File: src/rtl/inst_mem_pkg.sv
// inst_mem_pkg: shared widths, FSM state type and NOP word for the instruction memory responder.
package inst_mem_pkg;
    localparam int INST_AW = 6;
    localparam int INST_DW = 32;
    localparam logic [INST_DW-1:0] NOP = 32'h0000_0000;
    typedef enum logic {BOOT, RUN} state_t;
endpackage

File: src/rtl/inst_mem_resp_if.sv
// inst_mem_resp_if: fetch, loader and control signals of the instruction memory responder.
// Ports (slave view): in ce/addr/ld_valid/ld_addr/ld_data/ld_last/reload,
// out inst/inst_valid/stall/ld_ready/fetch_cnt.
interface inst_mem_resp_if
    import inst_mem_pkg::*;
#(
    parameter int AW = INST_AW,
    parameter int DW = INST_DW
);
    logic          ce;
    logic [AW-1:0] addr;
    logic [DW-1:0] inst;
    logic          inst_valid;
    logic          stall;
    logic          ld_valid;
    logic          ld_ready;
    logic [AW-1:0] ld_addr;
    logic [DW-1:0] ld_data;
    logic          ld_last;
    logic          reload;
    logic [31:0]   fetch_cnt;
    modport slave (
        input  ce, addr, ld_valid, ld_addr, ld_data, ld_last, reload,
        output inst, inst_valid, stall, ld_ready, fetch_cnt
    );
    modport master (
        output ce, addr, ld_valid, ld_addr, ld_data, ld_last, reload,
        input  inst, inst_valid, stall, ld_ready, fetch_cnt
    );
endinterface

File: src/rtl/inst_mem_array.sv
// inst_mem_array: DEPTH x DW single-write/single-read synchronous RAM, registered read, contents not reset.
// Ports: i_clk, i_we/i_waddr/i_wdata write port, i_re/i_raddr read port, o_rdata registered read data.
module inst_mem_array
    import inst_mem_pkg::*;
#(
    parameter int AW = INST_AW,
    parameter int DW = INST_DW
) (
    input  logic          i_clk,
    input  logic          i_we,
    input  logic [AW-1:0] i_waddr,
    input  logic [DW-1:0] i_wdata,
    input  logic          i_re,
    input  logic [AW-1:0] i_raddr,
    output logic [DW-1:0] o_rdata
);
    logic [DW-1:0] r_mem [1<<AW];
    logic [DW-1:0] r_rdata;
    always_ff @(posedge i_clk) begin
        if (i_we) r_mem[i_waddr] <= i_wdata;
        if (i_re) r_rdata <= r_mem[i_raddr];
    end
    assign o_rdata = r_rdata;
endmodule

File: src/rtl/inst_mem_resp.sv
// inst_mem_resp: boot-loaded instruction memory serving 1-cycle fetches, BOOT/RUN FSM with reload.
// Ports: i_clk, i_rst_n (async active-low), bus (inst_mem_resp_if.slave).
// Optional macro INST_MEM_FETCH_CNT_EN builds the served-fetch counter; otherwise fetch_cnt is 0.
module inst_mem_resp
    import inst_mem_pkg::*;
(
    input  logic              i_clk,
    input  logic              i_rst_n,
    inst_mem_resp_if.slave    bus
);
    state_t               r_state;
    logic                 r_stall;
    logic                 r_ld_ready;
    logic                 r_inst_valid;
    logic                 w_ld_hs;
    logic                 w_fetch;
    logic [INST_DW-1:0]   w_rdata;
    assign w_ld_hs = (r_state == BOOT) && bus.ld_valid && r_ld_ready;
    assign w_fetch = (r_state == RUN) && bus.ce;
    inst_mem_array #(.AW(INST_AW), .DW(INST_DW)) u_array (
        .i_clk   (i_clk),
        .i_we    (w_ld_hs),
        .i_waddr (bus.ld_addr),
        .i_wdata (bus.ld_data),
        .i_re    (w_fetch),
        .i_raddr (bus.addr),
        .o_rdata (w_rdata)
    );
    always_ff @(posedge i_clk or negedge i_rst_n) begin
        if (!i_rst_n) begin
            r_state      <= BOOT;
            r_stall      <= 1'b1;
            r_ld_ready   <= 1'b0;
            r_inst_valid <= 1'b0;
        end else begin
            r_inst_valid <= w_fetch;
            if (r_state == BOOT) begin
                r_state    <= (w_ld_hs && bus.ld_last) ? RUN : BOOT;
                r_stall    <= !(w_ld_hs && bus.ld_last);
                r_ld_ready <= !(w_ld_hs && bus.ld_last);
            end else if (bus.reload) begin
                r_state    <= BOOT;
                r_stall    <= 1'b1;
                r_ld_ready <= 1'b1;
            end
        end
    end
    // RAM read data is unreset, so the async-reset valid flag gates it to NOP.
    assign bus.inst       = r_inst_valid ? w_rdata : NOP;
    assign bus.inst_valid = r_inst_valid;
    assign bus.stall      = r_stall;
    assign bus.ld_ready   = r_ld_ready;
`ifdef INST_MEM_FETCH_CNT_EN
    logic [31:0] r_fetch_cnt;
    always_ff @(posedge i_clk or negedge i_rst_n) begin
        if (!i_rst_n) r_fetch_cnt <= '0;
        else if (r_state == RUN && bus.reload) r_fetch_cnt <= '0;
        else if (w_fetch) r_fetch_cnt <= r_fetch_cnt + 32'd1;
    end
    assign bus.fetch_cnt = r_fetch_cnt;
`else
    assign bus.fetch_cnt = '0;
`endif
endmodule

File: src/flat_wrapper.sv
// flat-port wrapper written by rule: the top's interface ports become plain ports
module inst_mem_resp_flat import inst_mem_pkg::*;
  (i_clk, i_rst_n, bus_ce, bus_addr, bus_ld_valid, bus_ld_addr, bus_ld_data, bus_ld_last, bus_reload, bus_inst, bus_inst_valid, bus_stall, bus_ld_ready, bus_fetch_cnt);
  inst_mem_resp_if bus_i ();
  input  logic i_clk;
  input  logic i_rst_n;
  input wire logic [$bits(bus_i.ce)-1:0] bus_ce;
  input wire logic [$bits(bus_i.addr)-1:0] bus_addr;
  input wire logic [$bits(bus_i.ld_valid)-1:0] bus_ld_valid;
  input wire logic [$bits(bus_i.ld_addr)-1:0] bus_ld_addr;
  input wire logic [$bits(bus_i.ld_data)-1:0] bus_ld_data;
  input wire logic [$bits(bus_i.ld_last)-1:0] bus_ld_last;
  input wire logic [$bits(bus_i.reload)-1:0] bus_reload;
  output wire logic [$bits(bus_i.inst)-1:0] bus_inst;
  output wire logic [$bits(bus_i.inst_valid)-1:0] bus_inst_valid;
  output wire logic [$bits(bus_i.stall)-1:0] bus_stall;
  output wire logic [$bits(bus_i.ld_ready)-1:0] bus_ld_ready;
  output wire logic [$bits(bus_i.fetch_cnt)-1:0] bus_fetch_cnt;
  assign bus_i.ce = bus_ce;
  assign bus_i.addr = bus_addr;
  assign bus_i.ld_valid = bus_ld_valid;
  assign bus_i.ld_addr = bus_ld_addr;
  assign bus_i.ld_data = bus_ld_data;
  assign bus_i.ld_last = bus_ld_last;
  assign bus_i.reload = bus_reload;
  assign bus_inst = bus_i.inst;
  assign bus_inst_valid = bus_i.inst_valid;
  assign bus_stall = bus_i.stall;
  assign bus_ld_ready = bus_i.ld_ready;
  assign bus_fetch_cnt = bus_i.fetch_cnt;
  inst_mem_resp u_core (.i_clk(i_clk), .i_rst_n(i_rst_n), .bus(bus_i));
endmodule
File: config.mk
export PLATFORM = sky130hd
export DESIGN_NAME = inst_mem_resp_flat
export DESIGN_NICKNAME = d
export VERILOG_FILES = /design/src/rtl/inst_mem_pkg.sv /design/src/rtl/inst_mem_resp_if.sv /design/src/rtl/inst_mem_array.sv /design/src/rtl/inst_mem_resp.sv /design/src/flat_wrapper.sv
export SDC_FILE = /design/constraint.sdc
export NUM_CORES = 2
export LEC_CHECK = 0
export ABC_AREA = 1
export CORE_UTILIZATION = 35
export DETAILED_ROUTE_END_ITERATION = 8
export SLEW_MARGIN = 20
export SYNTH_ARGS = -nofsm -noshare
export SYNTH_HDL_FRONTEND = slang
export SYNTH_HIERARCHICAL = 1
export SYNTH_SLANG_ARGS = --single-unit
File: constraint.sdc
create_clock -name i_clk -period 9.5 [get_ports i_clk]
set_clock_uncertainty 0.2 [all_clocks]
set_input_delay 1.9 -clock i_clk [delete_from_list [all_inputs] [get_ports i_clk]]
set_output_delay 1.9 -clock i_clk [all_outputs]
set_load 0.01 [all_outputs]
# [Word-level counts from Yosys, hierarchy flattened]
# Memory sizes are Yosys's and may differ from the RTL's. A register that Yosys moved wholly into a read port is not among the register bits.
# Cells that the tools add are included.
[classes] bitwise_logic=1 n_mux=8 n_reduce_logical=5 eq_ne=1
[op_table] operator="32-bit 2-to-1 mux" count=1
[op_table] operator="1-bit 2-to-1 mux" count=7
[op_table] operator="1-bit logical AND" count=4
[op_table] operator="2-bit != test, second input constant" count=1
[op_table] operator="1-bit zero test" count=1
[op_table] operator="1-bit NOT" count=1
[totals] in_bits=50 memories=1 output_inout_bits=67 ff_bits=4 ramBits=2048
[memory_table] name="u_core.u_array.r_mem" words=64 width=32 read_ports=1 rd_ports_with_merged_regs=1 wr=1 line_no="inst_mem_array.sv:17" rtl="logic [DW-1:0] r_mem [1<<AW];"

# [Depth between registers and ports, before layout]
[depth] ltp_word=6 ltp_mapped=13

# [Hierarchy]
# The synthesis kept the hierarchy.
[modules_own_cells] mod="inst_mem_array" cells_each=6769 n_inst=1 area_per_inst_um2=83058.4 seq_area_each_um2=62459.9
[modules_own_cells] mod="inst_mem_resp" cells_each=117 n_inst=1 area_per_inst_um2=673.1 seq_area_each_um2=101.3

# [Worst setup path after synthesis]
# Ideal clock, no wire load.
[synth_timing] path_kind="input-to-reg" from="input bus_ld_valid" to="memory u_core/u_array/r_mem[48][0] (netlist bit) (enable)" stages=5 t_arrival_ps=5650 setup_ps=502 path_slack_ps=3148 path_buffers=1 cell_sequence="nand2_1 -> nor2_1 -> clkbuf_1 -> nand4_1 -> nor4_1"
[synth_via] elab_chain_cells=4
[synth_rtl] item="start, declared" line_no="flat_wrapper.sv:9" rtl="input wire logic [$bits(bus_i.ld_valid)-1:0] bus_ld_valid;"
[synth_rtl] item="1-bit logical AND (2 in a row)" line_no="inst_mem_resp.sv:18" rtl="assign w_ld_hs = (r_state == BOOT) && bus.ld_valid && r_ld_ready;"
[synth_rtl] item="via u_core.w_ld_hs" line_no="inst_mem_resp.sv:15" rtl="logic w_ld_hs;"
[synth_rtl] item="1-bit 2-to-1 mux" line_no="inst_mem_array.sv:20" rtl="if (i_we) r_mem[i_waddr] <= i_wdata;"
[synth_rtl] item="1-bit 2-to-1 mux (not written as such)" line_no="inst_mem_array.sv:20"
[synth_rtl] item="end, declared" line_no="inst_mem_array.sv:17"
# The timed path passes the listed nets, and every way through them passes these cells.

# [Worst setup path after layout]
[layout_timing] from="input bus_ld_valid" to="memory u_core/u_array/r_mem[8][18] (netlist bit) (enable)"
# Same word-level chain as after synthesis.

==> summary.txt <==
Run status
  – Outcome: finished with violations
  – Failing checks: DRC

Floorplanning
  – Core area: 0.2379 mm^2
  – Initial Util: 0.3520
  – Die area: ~0.24 mm^2
  – FP Rows: 179
  – # IOs: 117
  – Die Width: between 400 and 500 um
  – Die Y: between 400 and 500 um

Detailed routing
  – Iteration-0 DRC Markers: 7099
  – Final WL: 244300 um
  – Drt drc: 44
  – ANT nets after route: 0
  – Vias: 53.94k
  – Initial DRT Pass Iterations: 9
  – Routed vias/inst: roughly 5.3
  – Routed wire per std cell: approximately 24 um

CTS
  – H-tree levels: 4
  – Clock latency on the worst-skew pair: 0.86 ns
  – Post-CTS sizing: 0
  – CTS max path bufs: 3
  – Post-CTS setup buffers: 0
  – CTS root buf: clkbuf_16
  – CTS Buf Count: 207
  – Sink Count: approximately 2.1k
  – # hold bufs at CTS: 0
  – CTS tree: built
  – Reg clk slew, reported paths: 0.06 ns

STA
  – Final setup fails: 0
  – Worst hold margin: around 0.3 ns
  – Unrepaired setup endpoints after global routing: false
  – Tcrit/Tclk final: 0.5550
  – Worst setup margin: 4.228 ns
  – Fmax: between 150 and 200 MHz
  – Rel. slew slack: 0.1966
  – Worst Tran Pin Value: 1.202 ns
  – Hold Fails Final Rpt: 0
  – Final slew viol count: 0
  – Min Tclk post-route: 5.272 ns
  – Post-Route Setup TNS: 0 ns

Placed design
  – DP HPWL: between 100000 and 150000 um
  – DP Worst Slack: 3.407 ns
  – DP Area: approximately 0.09 mm^2
  – I/O Buffers: between 80 and 90
  – Inst Count DP: 9816
  – Gpl congestion: 0.8246

Power
  – P_int: 14.76 mW
  – Sequential share of power: 0.533
  – Max IR drop VDD: between 0.15 and 0.2 mV
  – Pwr dens: 202.6 mW/mm^2
  – Logic pwr share: 0.063
  – Clock network power share: 0.404
  – Net Sw Frac: 0.2274
  – Switching power: 4.345 mW
  – Total power: ~19 mW
  – Leakage: 32.69 nW

Global route
  – First-pass GRT wire length: ~350000 um
  – Largest net degree at the start of global routing: ~230
  – Total global routing overflow: 0
  – GRT Total Usage: 0.1972
  – Vias in the first global route: 50.02k
  – Initial antenna violation count: 17

Layout
  – Share of layout cells above drive strength 1: 0.07305
  – Post-route insts no fill: 10.20k
  – Nets@finish: 6918
  – Post-layout util: 0.3966
  – Final Cell Area: 0.09434 mm^2
  – Number of fill cells: ~22k
  – Area grow syn2layout: 12.67%

Critical path
  – Flop2flop setup slack: 5.33 ns
  – Critical path startpoint: bus_ld_valid
  – Req. time, crit path: 9.83 ns
  – FF-to-FF End: u_core/u_array/r_mem[8][18]
  – Setup crit start kind: primary input
  – Crit path DAT: roughly 5.6 ns
  – Crit-path max FO: 17
  – Critical path class: primary input to register
  – Worst setup EP type: register
  – Worst R2R Start: u_core/r_state
  – R2R depth: 4

Flow run
  – Max Cap Viol: 0

Synth
  – Mean area per synthesized cell: approximately 12 um^2
  – Post-Syn Instances: 6886
  – Synth cell types: 18
  – Post-Syn Area: 0.08373 mm^2
  – Seq/Total Area, Yosys: 0.7472
  – Yosys reg bits: 2084
  – Synth warn: 6

Hold path
  – Worst min path class: register to register
  – WHS Endpoint: u_core/bus.stall
  – HP Start: u_core/bus.stall
  – Hold path depth: 2
## layout by cell type (no fill, tap or decap), types with 33 or more instances in the layout
cell             Yosys  layout
buf_4               77     111
edfxtp_1          2080    2080
clkinv_1             0      56
nor2_4               0      56
nand2_1           2286    2286
clkbuf_16            0     210
buf_2              282      33
inv_1               44      41
clkbuf_1            77      46
clkdlybuf4s50_1      0      46
nand3_1           1909    1909
## final cells by class
| type | count | area (um^2) | share of cell area |
|---|---|---|---|
| flip-flops and latches | 2084 | 62560 | 0.6632 |
| multi-input cells | 4302 | 19050 | 0.2020 |
| inverters | 47 | 214.0 | 0.002268 |
| well taps | 3167 | 3963 | 0.04200 |
| clock buffers | 256 | 5428 | 0.05754 |
| repair buffers | 226 | 2246 | 0.02381 |
| clock inverters | 108 | 850.8 | 0.009019 |
| diodes | 9 | 22.52 | 0.0002387 |
## cell families (layout without fill, tap and decap cells)
kind of cell           after synthesis  after routing  share of synthesized area
buffers and inverters              531            637                    0.03231
DFF                               2084           2084                     0.7472
other                                1             41                 0.00004479
and+or+nand+nor                   4270           4270                     0.2205
## power by group through the flow
stage	logic (mW)	registers, mW	clock network [mW]
after floorplan	0.648	10.4	0
after global placement	1.17	10.4	0
after detailed placement	1.19	10.4	0
after CTS	1.19	10.2	7.83
after global routing	1.28	10.2	8.17
final	1.19	10.2	7.73
## critical path, stage by stage
cell and delay (ns):
clkdlybuf4s50_1 0.49, nand2_1 0.08, nor2_1 0.68, nand4_1 0.92, nor2_4 1.10, buf_4 0.41
## routing by layer
layer / vias up / track usage / wire (um)
met5: - / 0 / 0
met4: 0 / 0.08013 / 9529
met3: 397 / 0.03298 / 19470
met2: 2385 / 0.3174 / 116100
met1: 26781 / 0.2649 / 99260
li1: 24378 / - / -
## state kept, by name (all words and copies together), names as in the netlist
register                flops
u_core/u_array/r_mem     2048
u_core/u_array/o_rdata     32
u_core/bus.inst_valid       1
u_core/bus.ld_ready         1
u_core/bus.stall            1
u_core/r_state              1
## how the worst max path moves through the flow
stage / cells past startpoint / endpoint
CTS: 6 / u_core/u_array/r_mem[8][18]
floorplan: 5 / u_core/u_array/r_mem[48][0]
global placement: 6 / u_core/u_array/r_mem[8][11]
global route: 6 / u_core/u_array/r_mem[8][18]
detailed placement: 6 / u_core/u_array/r_mem[8][0]
finish: 6 / u_core/u_array/r_mem[8][18]
## synth_stat cells (all sizes together)
cell	instances	share of area
conb	1	0.000045
nor2	57	0.0026
buf	407	0.027
dfstp	1	0.00031
dfrtp	3	0.00090
inv	47	0.0021
nor4	8	0.00060
clkbuf	77	0.0035
nand2	2286	0.10
nand4	10	0.00075
edfxtp	2080	0.75
nand3	1909	0.11
Power figures use the tool's default switching activity.
